File: config.mk
export PLATFORM = sky130hd
export DESIGN_NAME = pipelined_addsub
export DESIGN_NICKNAME = d
export VERILOG_FILES = /design/src/rtl/pipelined_addsub.sv
export SDC_FILE = /design/constraint.sdc
export NUM_CORES = 1
export LEC_CHECK = 0
export CAP_MARGIN = 25
export CORE_UTILIZATION = 35
export DETAILED_ROUTE_END_ITERATION = 10
export GPL_TIMING_DRIVEN = 0
export PLACE_DENSITY = 0.64
export SLEW_MARGIN = 10
export SYNTH_ARGS = -nofsm -noshare
export SYNTH_HDL_FRONTEND = slang
export SYNTH_SLANG_ARGS = --single-unit
export TNS_END_PERCENT = 20
File: constraint.sdc
create_clock -name clk -period 3.5 [get_ports clk]
set_input_delay 0.875 -clock clk [delete_from_list [all_inputs] [get_ports clk]]
set_output_delay 0.875 -clock clk [all_outputs]
set_load 0.1 [all_outputs]
File: src/rtl/pipelined_addsub.sv
// Pipelined add/subtract: one SEG-bit slice of the carry/borrow chain per stage,
// signed overflow flag, optional saturation, valid/ready on both sides.
module pipelined_addsub #(
    parameter int WIDTH = 16,
    parameter int SEG   = 4
) (
    input  logic             clk,
    input  logic             rst_n,
    input  logic             in_valid,
    output logic             in_ready,
    input  logic             op_sub,
    input  logic             sat_en,
    input  logic [WIDTH-1:0] A,
    input  logic [WIDTH-1:0] B,
    input  logic             Bin,
    output logic             out_valid,
    input  logic             out_ready,
    output logic [WIDTH-1:0] Diff,
    output logic             Bout,
    output logic             Ovf
);
    localparam int STAGES = WIDTH / SEG;
    localparam int L      = STAGES - 1;

    logic             v_q [STAGES];
    logic             s_q [STAGES];
    logic             t_q [STAGES];
    logic             c_q [STAGES];
    logic [WIDTH-1:0] a_q [STAGES];
    logic [WIDTH-1:0] b_q [STAGES];
    logic [WIDTH-1:0] r_q [STAGES];
    logic             ovf_q;

    logic             cur_v [STAGES];
    logic             cur_s [STAGES];
    logic             cur_t [STAGES];
    logic             cur_c [STAGES];
    logic [WIDTH-1:0] cur_a [STAGES];
    logic [WIDTH-1:0] cur_b [STAGES];
    logic [WIDTH-1:0] cur_r [STAGES];
    logic             nxt_c [STAGES];
    logic [WIDTH-1:0] nxt_r [STAGES];

    logic [SEG:0]     slice;
    logic             a_msb;
    logic             b_msb;
    logic             raw_msb;
    logic             ovf;
    logic [WIDTH-1:0] fin;
    logic             stall;

    assign stall     = v_q[L] & ~out_ready;
    assign in_ready  = ~stall;
    assign out_valid = v_q[L];
    assign Diff      = r_q[L];
    assign Bout      = c_q[L];
    assign Ovf       = ovf_q;

    // Stage k sees the ports (k=0) or the register of stage k-1
    always_comb begin
        cur_v[0] = in_valid;
        cur_s[0] = op_sub;
        cur_t[0] = sat_en;
        cur_c[0] = Bin;
        cur_a[0] = A;
        cur_b[0] = B;
        cur_r[0] = '0;
        for (int k = 1; k < STAGES; k++) begin
            cur_v[k] = v_q[k-1];
            cur_s[k] = s_q[k-1];
            cur_t[k] = t_q[k-1];
            cur_c[k] = c_q[k-1];
            cur_a[k] = a_q[k-1];
            cur_b[k] = b_q[k-1];
            cur_r[k] = r_q[k-1];
        end
    end

    always_comb begin
        slice = '0;
        for (int k = 0; k < STAGES; k++) begin
            if (cur_s[k])
                slice = {1'b0, cur_a[k][k*SEG +: SEG]}
                      - {1'b0, cur_b[k][k*SEG +: SEG]}
                      - (SEG+1)'(cur_c[k]);
            else
                slice = {1'b0, cur_a[k][k*SEG +: SEG]}
                      + {1'b0, cur_b[k][k*SEG +: SEG]}
                      + (SEG+1)'(cur_c[k]);
            nxt_r[k] = cur_r[k];
            nxt_r[k][k*SEG +: SEG] = slice[SEG-1:0];
            nxt_c[k] = slice[SEG];
        end
    end

    always_comb begin
        a_msb   = cur_a[L][WIDTH-1];
        b_msb   = cur_b[L][WIDTH-1];
        raw_msb = nxt_r[L][WIDTH-1];
        ovf     = (cur_s[L] ? (a_msb != b_msb) : (a_msb == b_msb))
                & (raw_msb != a_msb);
        fin     = nxt_r[L];
        if (cur_t[L] && ovf)
            fin = a_msb ? {1'b1, {(WIDTH-1){1'b0}}}
                        : {1'b0, {(WIDTH-1){1'b1}}};
    end

    always_ff @(posedge clk or negedge rst_n) begin
        if (!rst_n) begin
            for (int k = 0; k < STAGES; k++) begin
                v_q[k] <= 1'b0;
                s_q[k] <= 1'b0;
                t_q[k] <= 1'b0;
                c_q[k] <= 1'b0;
                a_q[k] <= '0;
                b_q[k] <= '0;
                r_q[k] <= '0;
            end
            ovf_q <= 1'b0;
        end else if (!stall) begin
            for (int k = 0; k < STAGES; k++) begin
                v_q[k] <= cur_v[k];
                s_q[k] <= cur_s[k];
                t_q[k] <= cur_t[k];
                c_q[k] <= nxt_c[k];
                a_q[k] <= cur_a[k];
                b_q[k] <= cur_b[k];
                r_q[k] <= nxt_r[k];
            end
            r_q[L] <= fin;
            ovf_q  <= ovf;
        end
    end
endmodule

==> results, run 1 <==
- The run finished with clean final reports.
- The final clock period utilization by the worst path is 94.7%.
- The die is ~130 um wide.
- Buffers placed on the I/O ports in this run total 57.
- The slew of the pin with the lowest slew margin is between 0.9 and 1 ns.
- Relative to the synthesized area, the layout overhead comes to 20.9%.
- The wire length per cell is around 14 um.
- The clock net sink count is 103.
- Summing every instance area after synthesis gives approximately 5400 um^2.
- The worst-case clock skew is between 0.004 and 0.005 ns.
- The number of nets produced by synthesis is between 600 and 700.
- Static timing analysis puts the maximum clock frequency at roughly 300 MHz.
- The combinational group share of total power is between 50% and 60%.
- Setup repair after global routing left no endpoint under its margin.
- The worst setup path is of the in -> out kind.
- Sorting the synthesized cells by area gives the leading types as sky130_fd_sc_hd__dfrtp_1, sky130_fd_sc_hd__nand2_1, sky130_fd_sc_hd__ha_1, sky130_fd_sc_hd__fa_1, sky130_fd_sc_hd__inv_1.
- At the end of routability-driven placement, the weighted congestion stood at around 0.81.
- The worst supply voltage drop on vdd is around 0.41 mV.
- The number of vias in the routed layout is between 3k and 4k.
- The die covers approximately 16,000 um^2.
- The floorplan step defined a core boundary enclosing 14,800 um^2.
- Counting along the longest clock path gives a buffer depth of 2.
- The floorplan step set the die height to 126 um.
- The half-perimeter wire length after detailed placement is around 8500 um.
- TritonCTS built the clock tree.
- The worst-path maximum fanout is 14.
- The final-report max-slew violation count is 0.
- The share of the synthesized area in the top cell type is 47.9%.
- The power share of the clock group is 14.9%.
- Headroom to the max-slew limit came out at about a third.
- The row count is 44.
- The distinct cell type count of the synthesized netlist is 37.
- The share of synthesized flip-flops with an asynchronous set or reset is 100%.
- The leakage power is between 3 and 4 nW.
- The insertion delay to the later sink of the worst-skew pair is 0.34 ns.
- The count of antenna diodes in the layout is 0.
- The library cell with the largest summed area after synthesis is sky130_fd_sc_hd__dfrtp_1.
- For this run, the total global-route usage over all layers was measured as around 15%.
- Of the cells placed in the final design, the portion with a size suffix greater than 1 is roughly 5.2%.
- The primary flip-flop cell chosen by synthesis mapping is sky130_fd_sc_hd__dfrtp_1.
- The power per standard cell area is 1060 nW/um^2.
- The library cell with the highest instance count after synthesis is sky130_fd_sc_hd__nand2_1.
- The synthesis-stage register bit count is slightly above 100.
- The internal power is about 0.0037 W.
- Summed over all nets, the switching power comes to ~0.0032 W.
- The number of cells in the finished layout apart from fillers is 832.
- The total setup violations reported at the end of the flow is 0.
- The yosys synthesis warning count is 0.
- The clock slew at the register clock pins of the worst setup and hold paths is about 0.07 ns.
- The first global-routing pass estimated just under 20,000 um of wire.
- For this run, the register share of the synthesized area comes to a little under half.
- The endpoint class of the critical path is an output pin.
- The total overflow left after global routing is 0.
- The final hold violation count is 0.
- TritonCTS created 9 clock buffers.
- The first TritonRoute pass finished after 4 iterations.
- The synthesized netlist cell count is 575.
- between 50 and 60 I/O pins were placed.
- Dividing the synthesized area by the synthesized cell count gives roughly 9.4 um^2.
- After detailed routing, the number of remaining DRC violations is 0.
- The commonest cells after synthesis are sky130_fd_sc_hd__nand2_1, sky130_fd_sc_hd__dfrtp_1, sky130_fd_sc_hd__inv_1.
- The multi-input combinational cells in the finished layout cover a total of around 2500 um^2.
- Net switching is between 40% and 50% of the power.
- In this run the worst hold path is classified as reg -> reg.
- The worst path in the final design needs a cycle of about 3.3 ns, including I/O delays and setup.
- The filler cell count is 1,460.
- Once the floorplan was initialized, standard cells occupied between 30% and 40% of the core.
- The pin count of the biggest net entering global routing is between 60 and 70.
- The number of DRC markers after the initial detailed-route iteration is 189.
- The sequential group share of total power is between 30% and 40%.
- STA classifies the critical path startpoint as a primary input.
- The routed via count divided by cell count is roughly 4.7.
- For flop-to-flop paths, the worst setup slack is approximately 0.60 ns.
- The via count of the first global-routing pass was between 3k and 4k.
- The initial antenna violation count is 0.
- Summing all flip-flop and latch instances after layout gives roughly 2600 um^2.
- The max-capacitance violation count is 0.
- Once the clock tree was built, the setup fixing pass inserted 0 buffers.
- The count of nets left with antenna violations once routing finished came out at 0.
- Data arrives at the worst endpoint at around 2.4 ns.
- After the last flow step, the layout net total stands at ~730.
- Summed over all layers, the routed wires come to ~11,000 um.
- The number of enable flip-flop cells after synthesis is 0.
- The worst path required time is roughly 2.6 ns.
- The cell sitting at the root of the clock tree is a sky130_fd_sc_hd__clkbuf_16.
- The number of cells in the design after placement is between 800 and 900.
- The hold slack is 0.469 ns.
- The H-tree was split into 3 levels.
sequential cells by signal, indices dropped and copies added, names as in the netlist:
register / cells
b_q: 23
b_msb: 1
Diff: 16
a_msb: 1
cur_t: 3
out_valid: 1
cur_r: 24
cur_v: 3
Ovf: 1
Bout: 1
cur_s: 3
a_q: 23
c_q: 3
critical path: stages:
cell	delay, ns
sky130_fd_sc_hd__clkdlybuf4s50_1	0.46
sky130_fd_sc_hd__nor2b_1	0.08
sky130_fd_sc_hd__inv_1	0.32
sky130_fd_sc_hd__clkbuf_2	0.35
sky130_fd_sc_hd__buf_4	0.35
cells in the final DEF, fill, tap and decap left out, types with 2 or more instances in the layout:
cell type | Yosys | routed
sky130_fd_sc_hd__a31oi_1 | 3 | 3
sky130_fd_sc_hd__o21bai_1 | 8 | 8
sky130_fd_sc_hd__fa_1 | 16 | 16
sky130_fd_sc_hd__nor3_1 | 2 | 2
sky130_fd_sc_hd__o311a_2 | 4 | 4
sky130_fd_sc_hd__inv_1 | 49 | 49
sky130_fd_sc_hd__xor2_1 | 4 | 4
sky130_fd_sc_hd__nand2b_1 | 13 | 13
sky130_fd_sc_hd__nand2_1 | 188 | 188
sky130_fd_sc_hd__o221a_2 | 3 | 3
sky130_fd_sc_hd__o211ai_1 | 2 | 2
sky130_fd_sc_hd__xnor2_1 | 10 | 10
sky130_fd_sc_hd__buf_4 | 0 | 2
sky130_fd_sc_hd__clkinv_2 | 0 | 2
sky130_fd_sc_hd__clkbuf_1 | 25 | 23
sky130_fd_sc_hd__o21ai_0 | 26 | 26
sky130_fd_sc_hd__o21a_1 | 2 | 2
sky130_fd_sc_hd__mux2i_1 | 11 | 11
sky130_fd_sc_hd__ha_1 | 30 | 30
sky130_fd_sc_hd__nor2_1 | 23 | 23
sky130_fd_sc_hd__dfrtp_1 | 103 | 103
sky130_fd_sc_hd__nor2b_1 | 2 | 2
sky130_fd_sc_hd__a211oi_1 | 5 | 5
sky130_fd_sc_hd__clkdlybuf4s50_1 | 0 | 55
sky130_fd_sc_hd__o311a_1 | 8 | 8
sky130_fd_sc_hd__nand3_1 | 2 | 2
sky130_fd_sc_hd__clkbuf_16 | 0 | 9
sky130_fd_sc_hd__buf_6 | 2 | 2
sky130_fd_sc_hd__a21oi_1 | 22 | 22
layer usage:
| metal | share of wire, % | track usage, % | wire length (um) | up-vias |
|---|---|---|---|---|
| met3 | 4.7 | 3.53 | 531 | 6 |
| met2 | 47 | 24.7 | 5300 | 85 |
| met4 | 0.72 | 4.46 | 82 | 0 |
| li1 | - | - | - | 1980 |
| met5 | 0 | 0 | 0 | - |
| met1 | 48 | 20.5 | 5450 | 1875 |
cell type report:
type	count	area share, %
sequential	103	39.6
inverter	49	2.82
clock buffer	10	3.67
clock inverter	6	1.04
buffer	27	1.81
tap	184	3.54
timing repair buffer	58	9.11
multi-input combinational	395	38.4
power groups by stage:
stage | clock [W] | sequential [W] | combinational [W]
after global placement | 0 | 0.00207 | 0.00366
after detailed placement | 0 | 0.00210 | 0.00378
final | 0.00103 | 0.00207 | 0.00378
after CTS | 0.00105 | 0.00207 | 0.00380
after global routing | 0.00110 | 0.00215 | 0.00417
after floorplan | 0 | 0.00281 | 0.00213
kinds of logic (layout without fill, tap and decap cells):
group | after synthesis | in the layout | share of synthesized area [%]
muxes | 11 | 11 | 2.04
buffers and inverters | 77 | 150 | 5.65
adders and majority gates | 46 | 46 | 12.9
DFF | 103 | 103 | 47.9
and+or+nand+nor | 234 | 234 | 17.4
AOI/OAI and AO/OA | 89 | 89 | 11.4
xor gates and xnor gates | 15 | 15 | 2.69
stage by stage:
stage               setup WS [ns]  utilization (%)  setup TNS (ns)  cell area, um^2  total power (W)
floorplan                   0.198                -               0             5390          0.00494
global placement            -2.19             41.9         -225.44             6190          0.00573
detailed placement          -1.04             42.1           -1.04             6210          0.00588
CTS                         0.194             44.1               0             6510          0.00692
global route               0.0484             44.1               0             6510          0.00741
finish                      0.184             44.1               0             6510          0.00688
path summary, 6_finish.rpt:
check | startpoint | end | depth (start not counted)
max | out_ready | in_ready | 5
min reg2reg | b_q[59]$_DFFE_PN0N_ | b_q[59]$_DFFE_PN0N_ | 2
max reg2reg | a_msb$_DFFE_PN0N_ | Diff[6]$_DFFE_PN0N_ | 9
min in group asynchronous | rst_n | b_q[60]$_DFFE_PN0N_ | 1
min | b_q[59]$_DFFE_PN0N_ | b_q[59]$_DFFE_PN0N_ | 2
max in group asynchronous | rst_n | Diff[6]$_DFFE_PN0N_ | 2
what timing repair did:
action                     in CTS  in global routing
hold buffers                    0                  0
setup endpoints to repair       1                  0
resized for setup               7                  0
No activity file was read; power rests on OpenSTA's default activity.
==> inputs of run 2 (changes only) <==
--- a/config.mk
+++ b/config.mk
@@ -9,7 +9,7 @@
 export CORE_UTILIZATION = 35
 export DETAILED_ROUTE_END_ITERATION = 10
 export GPL_TIMING_DRIVEN = 0
-export PLACE_DENSITY = 0.64
+export PLACE_DENSITY = 0.51
 export SLEW_MARGIN = 10
 export SYNTH_ARGS = -nofsm -noshare
 export SYNTH_HDL_FRONTEND = slang
==> run 2 against run 1 <==
  * Fmax down 0.72%
  * Utilization down 0.068 points
  * Register-to-register slack better by 0.02 ns
  * Via count down 0.20%
  * Critical path type unchanged
  * Critical endpoint unchanged
  * Largest power group unchanged
==> results, run 2 (synthesis results as in run 1) <==
- Counting along the longest clock path gives a buffer depth of 2.
- In this run the tightest slew margin relative to its limit is a little over a third.
- The total setup violations reported at the end of the flow is 0.
- TritonCTS built the clock tree.
- The final-report max-slew violation count was 0.
- Per report_power, the sequential group accounts for around 30% of the total.
- The signal on the critical path passes through clkdlybuf4s50_1 -> nor2b_1 -> inv_1 -> clkbuf_2 -> buf_4.
- The wire length per cell is 14.2 um.
- The routed via count divided by cell count is 4.73.
- The endpoint class of the critical path is an output pin.
- Summed over all layers, the routed wires come to around 12,000 um.
- The number of primary I/O pins is 59.
- At the worst endpoint, the arrival time is 2.47 ns.
- The core area is approximately 15,000 um^2.
- The initial antenna violation count is 0.
- Leaving out fill and tap cells, the most frequent cells in the layout are sky130_fd_sc_hd__nand2_1, sky130_fd_sc_hd__dfrtp_1, sky130_fd_sc_hd__clkdlybuf4s50_1, sky130_fd_sc_hd__inv_1, sky130_fd_sc_hd__ha_1.
- The via count of the first global-routing pass is just under 4k.
- Leaving out fill and tap cells, the most frequent cell in the layout is sky130_fd_sc_hd__nand2_1.
- The switching share of power is between 40% and 50%.
- In this run the power spent charging and discharging nets is 0.00316 W.
- The first detailed-routing pass took 4 iterations.
- Relative to the synthesized area, the layout overhead comes to 20.7%.
- The repair_antennas step left the layout with diodes totalling 0.
- The summed negative setup slack over all endpoints is 0 ns.
- The clock reaches the later pin of the worst-skew pair after approximately 0.35 ns.
- In this run, the number of DRC markers left after iteration 0 of detailed routing was roughly 200.
- The fraction of the core area covered by cells at the end of the flow is approximately 44%.
- The pin count of the biggest net entering global routing is 90.
- After the last flow step, the layout net total stands at 728.
- The all-layer global routing usage is ~16%.
- The HPWL after detailed placement is between 8000 and 9000 um.
- The number of vias in the routed layout is just under 4k.
- Setup repair after global routing left no endpoint under its margin.
- The area of combinational cells with multiple inputs is between 2000 and 3000 um^2.
- After filler insertion, the fill cell instance count of the layout stands at ~1.5k.
- Of the available clock period, the critical path in the final layout requires 95.4%.
- On the final layout, the worst hold slack is about 0.34 ns.
- At the end of routability-driven placement, the weighted congestion stood at around 0.79.
- From bottom edge to top edge, the die measures about 130 um.
- The overall die area is around 16,000 um^2.
- In the final routing, the length of wire on met1 measures between 5000 and 6000 um.
- The worst path required time is about 2.6 ns.
- For this run the aggregate overflow at the end of global routing stands at 0.
- The number of remaining DRC errors is 0.
- The worst-path maximum fanout is 14.
- The largest single stage delay on the critical path is roughly 0.45 ns.
- Once detail routing completed, the nets flagged for antenna violations numbered 0.
- The leakage power is around 3.1 nW.
- The first-pass GRT wire length is 19,900 um.
- Buffers inserted during clock tree synthesis total 9.
- Clock-pin slew was measured on the worst setup and hold paths at around 0.060 ns.
- The clock network is responsible for between 10% and 20% of the overall power.
- The power per standard cell area is between 1000 and 1500 nW/um^2.
- The die span in x is around 130 um.
- The clock arrives with approximately 0.0047 ns of skew.
- The max-capacitance violation count is 0.
- The count of input and output buffers is 57.
- The routed design uses around 5300 um of met2 wire.
- The fraction of final layout cells with drive strength greater than 1 is under 10%.
- The overall power after layout is around 0.0068 W.
- The register with the most flip-flops in the layout has 24 of them.
- The number of buffers added for setup after CTS is 0.
- The register cell area after layout is 2580 um^2.
- The top metal layer carrying routed signals is met4.
- The clock net sink count is 103.
- Internal power comes to ~0.0037 W.
- The row count is 44.
- Per report_power, the combinational group accounts for 55.0% of the total.
- Broken down by cell family, the worst path's largest delay share belongs to buffers and inverters.
- The final hold violation count is 0.
- The worst supply voltage drop on vdd is 0.425 mV.
- The path category of the worst min-delay check is in -> async.
- The slowest stage of the critical path is the sky130_fd_sc_hd__clkdlybuf4s50_1 cell.
- The slew of the pin with the lowest slew margin is a little under 1 ns.
- The class of the most critical setup path is in -> out.
- For this configuration, the core starts out at a cell density of a little over a third.
- The clock period could shrink to approximately 3.3 ns.
- The run finished with clean final reports.
- Detailed routing placed a total of 514 um of wire on met3.
- The peak clock frequency supported by timing is 299 MHz.
- The number of buffers and inverters on the critical path is 4.
- In this run the number of H-tree levels came out at 3.
- The buffer cell driving the clock tree root is sky130_fd_sc_hd__clkbuf_16.
- The worst setup path is launched from a primary input.
## run 2: cell types whose count changed in the layout (fill, tap and decap cells not counted)
cell | previous run | this run
sky130_fd_sc_hd__clkbuf_1 | 23 | 26
sky130_fd_sc_hd__buf_4 | 2 | 1
sky130_fd_sc_hd__buf_6 | 2 | 3
sky130_fd_sc_hd__clkinv_2 | 2 | 1
sky130_fd_sc_hd__inv_6 | 1 | 0
sky130_fd_sc_hd__inv_8 | 1 | 0
## run 2: area by class of cell
class / instances / share of cell area, %
sequential: 103 / 39.6
multi-input combinational: 395 / 38.5
timing repair buffer: 58 / 9.18
clock buffer: 13 / 3.85
tap: 184 / 3.54
inverter: 49 / 2.83
buffer: 27 / 1.81
clock inverter: 3 / 0.654
## run 2: per-layer routing
| layer | vias to the layer above | global-route usage (%) |
|---|---|---|
| met3 | 8 | 3.44 |
| met5 | - | 0 |
| met4 | 0 | 4.39 |
| li1 | 1979 | - |
| met1 | 1883 | 22.2 |
| met2 | 68 | 25.1 |
## run 2: what timing repair did
action	in CTS	in global routing
setup endpoints to repair	1	0
hold buffers	0	0
gates resized for setup	7	0
## run 2: power groups by stage
stage | sequential [W] | clock (W) | combinational (W)
floorplan | 0.00281 | 0 | 0.00213
global placement | 0.00208 | 0 | 0.00372
detailed placement | 0.00210 | 0 | 0.00380
CTS | 0.00207 | 0.00103 | 0.00381
global route | 0.00214 | 0.00108 | 0.00418
finish | 0.00207 | 0.00101 | 0.00377
## run 2: worst paths after layout
check                           cells past startpoint                   from  slack [ns]               endpoint
min in group clk                                    2  cur_r[17]$_DFFE_PN0N_        0.47  cur_r[17]$_DFFE_PN0N_
worst max register to register                      9      a_msb$_DFFE_PN0N_        0.62    Diff[4]$_DFFE_PN0N_
max in group asynchronous                           2                  rst_n        2.49    a_q[56]$_DFFE_PN0N_
worst min register to register                      2  cur_r[17]$_DFFE_PN0N_        0.47  cur_r[17]$_DFFE_PN0N_
worst max-delay path                                5              out_ready        0.16               in_ready
worst min-delay path                                1                  rst_n        0.34    Diff[3]$_DFFE_PN0N_
## run 2: through the flow
stage	setup slack, ns	cell area, um^2	instances
floorplan	0.198	5390	575
global placement	-2.44	6190	816
detailed placement	-1.11	6210	817
finish	0.160	6500	832
CTS	0.141	6500	832
global route	0.0492	6500	832
